### config.mk
export PLATFORM = sky130hd
export DESIGN_NAME = unsigned_seq_divider_16by8
export DESIGN_NICKNAME = d
export VERILOG_FILES = /design/src/rtl/unsigned_seq_divider_16by8.sv
export SDC_FILE = /design/constraint.sdc
export NUM_CORES = 1
export LEC_CHECK = 0
export CORE_ASPECT_RATIO = 0.75
export CORE_UTILIZATION = 57
export CTS_CLUSTER_SIZE = 20
export DETAILED_ROUTE_END_ITERATION = 10
export GPL_TIMING_DRIVEN = 1
export PLACE_DENSITY = 0.95
export SLEW_MARGIN = 25
export SYNTH_ARGS = -nofsm -noshare
export SYNTH_HDL_FRONTEND = slang
export SYNTH_SLANG_ARGS = --single-unit
export TNS_END_PERCENT = 10
### constraint.sdc
create_clock -name clk -period 7.2 [get_ports clk]
set_input_delay 2.16 -clock clk [delete_from_list [all_inputs] [get_ports clk]]
set_output_delay 2.16 -clock clk [all_outputs]
set_load 0.05 [all_outputs]
### src/rtl/unsigned_seq_divider_16by8.sv
// Sequential unsigned restoring divider, one quotient bit per clock, valid/ready on both sides.
// Define APX_TRUNC_EN to skip the TRUNC_L lowest dividend bits (approximate, shorter latency).
module unsigned_seq_divider_16by8 #(
    parameter int DW      = 16,
    parameter int VW      = 8,
    parameter int TRUNC_L = 4
) (
    input  logic          clk,
    input  logic          rst,
    input  logic          in_valid,
    output logic          in_ready,
    input  logic [DW-1:0] z,
    input  logic [VW-1:0] y,
    output logic          out_valid,
    input  logic          out_ready,
    output logic [DW-1:0] q,
    output logic [VW-1:0] r,
    output logic          dz
);

`ifdef APX_TRUNC_EN
    localparam int SKIP = TRUNC_L;
`else
    localparam int SKIP = 0;
`endif
    localparam int N  = DW - SKIP;
    localparam int IW = $clog2(DW);

    typedef enum logic [1:0] {IDLE, BUSY, DONE} state_t;

    state_t        state;
    logic [DW-1:0] z_reg;
    logic [VW-1:0] y_reg;
    logic [VW-1:0] pr;
    logic [IW-1:0] iter;

    logic [IW-1:0] bit_idx;
    logic [VW:0]   pr_shift;
    logic          ge;
    logic [VW-1:0] diff;
    logic [VW-1:0] pr_next;

    // iter counts down over the processed bits; skipped LSBs sit below SKIP.
    assign bit_idx  = iter + IW'(SKIP);
    assign pr_shift = {pr, z_reg[bit_idx]};
    assign ge       = pr_shift >= {1'b0, y_reg};
    // The true difference is < y, so the wrapped VW-bit subtraction is exact.
    assign diff     = pr_shift[VW-1:0] - y_reg;
    assign pr_next  = ge ? diff : pr_shift[VW-1:0];

    assign in_ready = (state == IDLE) && !rst;

    // NOTE: sequential state uses non-blocking assignments so every register
    // samples pre-edge values regardless of statement order.
    always_ff @(posedge clk) begin
        if (rst) begin
            state     <= IDLE;
            z_reg     <= '0;
            y_reg     <= '0;
            pr        <= '0;
            iter      <= '0;
            q         <= '0;
            r         <= '0;
            dz        <= 1'b0;
            out_valid <= 1'b0;
        end else begin
            case (state)
                IDLE: begin
                    if (in_valid) begin
                        z_reg <= z;
                        y_reg <= y;
                        pr    <= '0;
                        iter  <= IW'(N - 1);
                        if (y == '0) begin
                            q         <= '1;
                            r         <= z[VW-1:0];
                            dz        <= 1'b1;
                            out_valid <= 1'b1;
                            state     <= DONE;
                        end else begin
                            q     <= '0;
                            dz    <= 1'b0;
                            state <= BUSY;
                        end
                    end
                end
                BUSY: begin
                    pr         <= pr_next;
                    q[bit_idx] <= ge;
                    if (iter == '0) begin
                        r         <= pr_next;
                        out_valid <= 1'b1;
                        state     <= DONE;
                    end else begin
                        iter <= iter - 1'b1;
                    end
                end
                DONE: begin
                    if (out_ready) begin
                        out_valid <= 1'b0;
                        state     <= IDLE;
                    end
                end
                default: state <= IDLE;
            endcase
        end
    end

endmodule

==> results of run 1 <==
[through the flow]
stage,power [mW],cell area [sq um],setup WS [ps]
final,1.16,3950,1500
after CTS,1.16,3940,1510
after global routing,1.22,3950,1440
after global placement,0.801,3720,1510
after detailed placement,0.817,3720,1510
after floorplan,0.728,3180,1490
[cells by family after synthesis]
| logic type | after synthesis | share of synthesized area [%] |
|---|---|---|
| compound gates | 102 | 21.5 |
| mux | 7 | 4.56 |
| simple gates | 162 | 21.9 |
| flops | 64 | 40.3 |
| buf+inv | 41 | 5.62 |
| fa+ha+maj | 13 | 5.35 |
| xor+xnor | 3 | 0.826 |
[worst max-delay path: stages]
cell and delay [ps]:
clkdlybuf4s50_1 420, nor3_1 130, clkdlybuf4s50_1 820
[power by group]
part,switching [mW],internal (mW),total (mW)
combinational,0.250,0.151,0.401
sequential,0.0320,0.388,0.420
clock,0.139,0.202,0.341
[worst min-delay path by stage]
stage / start / end / slack, ps / cells past startpoint
after floorplan: z_reg[10] / z_reg[10] / 430 / 2
after global placement: z_reg[12] / z_reg[12] / 440 / 2
after detailed placement: z_reg[2] / z_reg[2] / 450 / 2
after CTS: z_reg[2] / z_reg[2] / 460 / 2
after global routing: z_reg[7] / z_reg[7] / 480 / 2
final: z_reg[1] / z_reg[1] / 460 / 2
[routing by layer]
metal	wire (um)	part of all wire, %
met2	3580	44
met1	3540	44
met4	130	1.6
met5	0	0
met3	817	10
[cells in the final DEF, fill, tap and decap left out, types with 2 or more instances in the layout]
cell,count
a31oi_1,5
clkbuf_8,10
clkinv_2,3
clkdlybuf4s50_1,54
a311oi_1,8
buf_4,4
a21o_1,4
inv_1,14
o21ai_0,12
bufinv_16,2
a211oi_1,18
nor3_1,19
o21ai_1,3
nor2b_1,2
a21oi_1,40
nor4_1,7
dfxtp_1,64
nor2_1,37
nand3_1,5
nand2_1,77
and2_1,2
xnor2_1,3
mux4_2,5
ha_1,12
nand2b_1,7
[cell type report]
cell class / count / area [sq um]
sequential: 64 / 1280
clock buffer: 10 / 138
timing repair buffer: 58 / 571
fill: 408 / 1410
clock inverter: 6 / 82.6
inverter: 14 / 52.6
tap: 75 / 93.8
multi-input combinational: 287 / 1730
==> load_flow_metrics.sql, run 1 <==
INSERT INTO impl_metrics (metric_group, metric, value, unit) VALUES
('timing', 'transition_at_the_pin_with_the_smallest_max_transition_slack', '776', 'ps'),
('drt', 'drt_first_pass_iters', '6', ''),
('clock_network', 'htreeDepth', '3', ''),
('clock_network', 'cts.reportedPaths.clkPinSlew', '70', 'ps'),
('synthesis', 'yosys_top_cell_area_share', '40.3', '%'),
('die', 'initial_utilization', '59.5', '%'),
('outcome', 'result_of_the_run', 'complete, no violations', ''),
('synthesis', 'async_s_r_ff_share_synth', '0', '%'),
('global_routing', 'grt_antenna_before_repair', '0', ''),
('drt', 'drt_drc_violations_left', '0', ''),
('worst_setup_path', 'worst_setup_path_endpoint', 'in_ready', ''),
('drt', 'wl', '8.07', 'mm'),
('timing', 'setup_viol_count_final', '0', ''),
('global_routing', 'grt_pass1_wl', '13.0', 'mm'),
('worst_setup_path', 'cp_required', '5040', 'ps'),
('power_and_ir_drop', 'leakage', '1.45', 'nW'),
('die', 'core-area', '5350', 'sq um'),
('global_routing', 'global_route.usage.total', '29.6', '%'),
('worst_setup_path', 'worst-setup-path-type', 'in2out', ''),
('clock_network', 'cts_buffers', '9', ''),
('global_routing', 'first_global_vias', '2721', ''),
('drt', 'dr.first_iter.drc_count', '306', ''),
('power_and_ir_drop', 'p_per_area', '295', 'nW/um^2'),
('clock_network', 'ctsRootBufferMaster', 'clkbuf_8', ''),
('cells_and_area', 'area_growth', '24.0', '%'),
('worst_setup_path', 'crit_path_start_kind', 'primary input', ''),
('timing', 'finalHoldViolations', '0', ''),
('synthesis', 'synth_cell_types', '44', ''),
('placement', 'hpwlAfterDp', '5.52', 'mm'),
('cells_and_area', 'num_antenna_cells', '0', ''),
('worst_setup_path', 'critPathLaunch', 'rst', ''),
('timing', 'final_worst_hold_slack', '456', 'ps'),
('global_routing', 'overflow', '0', ''),
('worst_setup_path', 'ff2ff_setup_slack', '3570', 'ps'),
('cells_and_area', 'fraction_of_layout_instances_using_a_drive_strength_above_1', '8.20', '%'),
('global_routing', 'grt.met1_usage', '39.3', '%'),
('job', 'cap_violations', '0', ''),
('clock_network', 'cts_num_sinks', '64', ''),
('global_routing', 'grt_max_degree', '52', ''),
('synthesis', 'syn_area', '3180', 'sq um'),
('timing', 'fmax', '176', 'MHz'),
('timing', 'skew', '4.88', 'ps'),
('timing', 'timing.setup.tns', '0', 'ps'),
('die', 'die_width', '88.3', 'um'),
('die', 'placementRows', '23', ''),
('cells_and_area', 'finalNetCount', '475', ''),
('timing', 'final_min_period_over_clock_period', '79.1', '%'),
('synthesis', 'synth.yosys.warnings', '0', ''),
('synthesis', 'synth_enable_flop_cells', '0', ''),
('cells_and_area', 'final_cells', '514', ''),
('synthesis', 'synthesis.area_per_instance', '8.12', 'sq um'),
('global_routing', 'use_met2', '44.3', '%'),
('power_and_ir_drop', 'vdd_drop_max', '0.216', 'mV'),
('timing', 'maxSlewHeadroom', '47.9', '%'),
('worst_setup_path', 'worstPathMaxFanout', '2', ''),
('clock_network', 'cts_post_setup_buffers_inserted', '0', ''),
('drt', 'vias', '3083', ''),
('die', 'pin_count', '55', ''),
('min_path', 'hp-class', 'reg2reg', ''),
('synthesis', 'syn-instance-count', '392', ''),
('drt', 'postRouteAntennaNets', '0', ''),
('synthesis', 'most_frequent_cell_after_synthesis', 'nand2_1', ''),
('clock_network', 'number_of_resized_instances_in_the_post_cts_repair_step', '0', ''),
('global_routing', 'grt.met3_usage', '10.2', '%'),
('timing', 'finalCriticalPeriod', '5700', 'ps'),
('clock_network', 'holdBufCountCts', '0', ''),
('placement', 'post-place-cells', '498', ''),
('worst_setup_path', 'regToRegEndpoint', 'q[0]', ''),
('worst_setup_path', 'worstSetupEndpointType', 'primary output', ''),
('synthesis', 'list_of_most_frequent_post_synthesis_cells', '77 x nand2_1, 64 x dfxtp_1, 40 x a21oi_1', ''),
('clock_network', 'cts.path.max_buffers', '2', '');
(Power assumes the default switching activity.)
==> run 2, diff against run 1 <==
CORE_UTILIZATION = 53   (was 57)
PLACE_DENSITY = 0.9   (was 0.95)
clock period = 5.6 ns   (was 7.2 ns; I/O delays follow)
==> load_flow_metrics.sql, run 2 (synthesis results as in run 1) <==
INSERT INTO impl_metrics (metric_group, metric, value, unit) VALUES
('outcome', 'result_of_the_run', 'complete, no violations', ''),
('worst_setup_path', 'timing.critical_path.arrival', '2650', 'ps'),
('drt', 'wl', '8.11', 'mm'),
('clock_network', 'number_of_resized_instances_in_the_post_cts_repair_step', '0', ''),
('die', 'pin_count', '55', ''),
('power_and_ir_drop', 'p_per_area', '388', 'nW/um^2'),
('timing', 'transition_at_the_pin_with_the_smallest_max_transition_slack', '814', 'ps'),
('cells_and_area', 'layout.cells.most_common', 'nand2_1', ''),
('drt', 'vias', '3031', ''),
('clock_network', 'cts.path.max_buffers', '2', ''),
('global_routing', 'grt_antenna_before_repair', '0', ''),
('die', 'placementRows', '24', ''),
('cells_and_area', 'num_antenna_cells', '0', ''),
('die', 'core-area', '5800', 'sq um'),
('worst_setup_path', 'cp_required', '3920', 'ps'),
('die', 'die_y', '69.1', 'um'),
('cells_and_area', 'finalNetCount', '475', ''),
('timing', 'maxSlewHeadroom', '45.3', '%'),
('drt', 'top_signal_layer_used', 'met4', ''),
('cells_and_area', 'fillCellCount', '466', ''),
('placement', 'hpwlAfterDp', '5.66', 'mm'),
('clock_network', 'ctsRootBufferMaster', 'clkbuf_8', ''),
('global_routing', 'global_route.usage.total', '26.2', '%'),
('timing', 'skew', '8.24', 'ps'),
('global_routing', 'grt_max_degree', '52', ''),
('worst_setup_path', 'crit_path_start_kind', 'primary input', ''),
('clock_network', 'htreeDepth', '3', ''),
('global_routing', 'first_global_vias', '2778', ''),
('timing', 'fmax', '231', 'MHz'),
('clock_network', 'holdBufCountCts', '0', ''),
('cells_and_area', 'area_growth', '25.3', '%'),
('job', 'cap_violations', '0', ''),
('die', 'initial_utilization', '54.9', '%'),
('drt', 'drt_drc_violations_left', '0', ''),
('clock_network', 'cts_post_setup_buffers_inserted', '0', ''),
('drt', 'met2_wirelength', '3.62', 'mm'),
('timing', 'finalCriticalPeriod', '4330', 'ps'),
('placement', 'post-place-cells', '501', ''),
('timing', 'final_max_slew_viol_count', '0', ''),
('cells_and_area', 'final_cells', '517', ''),
('clock_network', 'cts_num_sinks', '64', ''),
('power_and_ir_drop', 'leakage', '1.46', 'nW'),
('placement', 'routabilityCongestion', '0.916', ''),
('global_routing', 'grt_pass1_wl', '13.0', 'mm'),
('timing', 'final_min_period_over_clock_period', '77.2', '%'),
('timing', 'setup_viol_count_final', '0', ''),
('drt', 'postRouteAntennaNets', '0', ''),
('drt', 'route.detailed.wl_per_inst', '15.7', 'um'),
('cells_and_area', 'fraction_of_layout_instances_using_a_drive_strength_above_1', '8.43', '%'),
('placement', 'number_of_buffers_inserted_by_port_buffering', '54', ''),
('clock_network', 'cts_buffers', '9', ''),
('drt', 'route.layer.met1.wl', '3.59', 'mm'),
('timing', 'rsz0062_at_grt', 'false', ''),
('clock_network', 'cts.reportedPaths.clkPinSlew', '70', 'ps'),
('min_path', 'hp-class', 'reg2reg', ''),
('worst_setup_path', 'worstPathMaxFanout', '2', ''),
('global_routing', 'overflow', '0', ''),
('die', 'die_width', '91.5', 'um'),
('drt', 'via_per_inst', '5.86', ''),
('power_and_ir_drop', 'vdd_drop_max', '0.161', 'mV'),
('timing', 'timing.setup.tns', '0', 'ps'),
('cells_and_area', 'most-common-layout-cells', '77 x nand2_1, 64 x dfxtp_1, 53 x clkdlybuf4s50_1', ''),
('drt', 'dr.first_iter.drc_count', '259', ''),
('die', 'dieArea', '6320', 'sq um'),
('timing', 'finalHoldViolations', '0', ''),
('drt', 'dr_wl_met3', '704', 'um'),
('worst_setup_path', 'worst-setup-path-type', 'in2out', ''),
('drt', 'drt_first_pass_iters', '5', ''),
('clock_network', 'clk-insertion-delay-late', '340', 'ps'),
('worst_setup_path', 'worstSetupEndpointType', 'primary output', ''),
('clock_network', 'tritoncts', 'built', '');
## run 2: layout make-up
cell class | count | area [sq um] | area share, %
repair buffers | 58 | 584 | 14.7
clock buffers | 9 | 124 | 3.11
multi-input cells | 287 | 1730 | 43.3
inverters | 14 | 52.6 | 1.32
well taps | 78 | 97.6 | 2.45
flip-flops and latches | 64 | 1280 | 32.1
clock inverters | 7 | 120 | 3.01
## run 2: path summary, 6_finish.rpt
kind	start	to	slack, ps	cells after the start
worst max-delay path	rst	in_ready	1270	3
worst min-delay path	z_reg[14]	z_reg[14]	460	2
worst max register to register	iter[0]	r[4]	1950	10
worst min register to register	z_reg[14]	z_reg[14]	460	2
## run 2: layer usage
| layer | up-vias | global-route usage [%] |
|---|---|---|
| met4 | 0 | 11.8 |
| met1 | 1381 | 35.7 |
| met2 | 175 | 39.1 |
| li1 | 1455 | - |
| met3 | 20 | 6.62 |
| met5 | - | 0 |
## run 2: stage by stage
step / hold slack (ps) / setup WS [ps] / total power [mW] / area (sq um) / util [%]
final: 456 / 1270 / 1.55 / 3990 / 68.8
after global routing: 466 / 1230 / 1.62 / 3990 / 68.8
after CTS: 457 / 1280 / 1.54 / 3990 / 68.8
after detailed placement: 446 / 1280 / 1.07 / 3740 / 64.6
after global placement: 440 / 1250 / 1.04 / 3730 / 64.4
after floorplan: 433 / 847 / 0.936 / 3180 / -
## run 2: critical path: stages
cell and delay [ps]:
clkdlybuf4s50_1 450, nor3_1 330, buf_12 190
## run 2: power by group
group	internal [mW]	switching [mW]	total [mW]
sequential	0.499	0.0399	0.539
combinational	0.200	0.330	0.530
clock	0.296	0.184	0.480
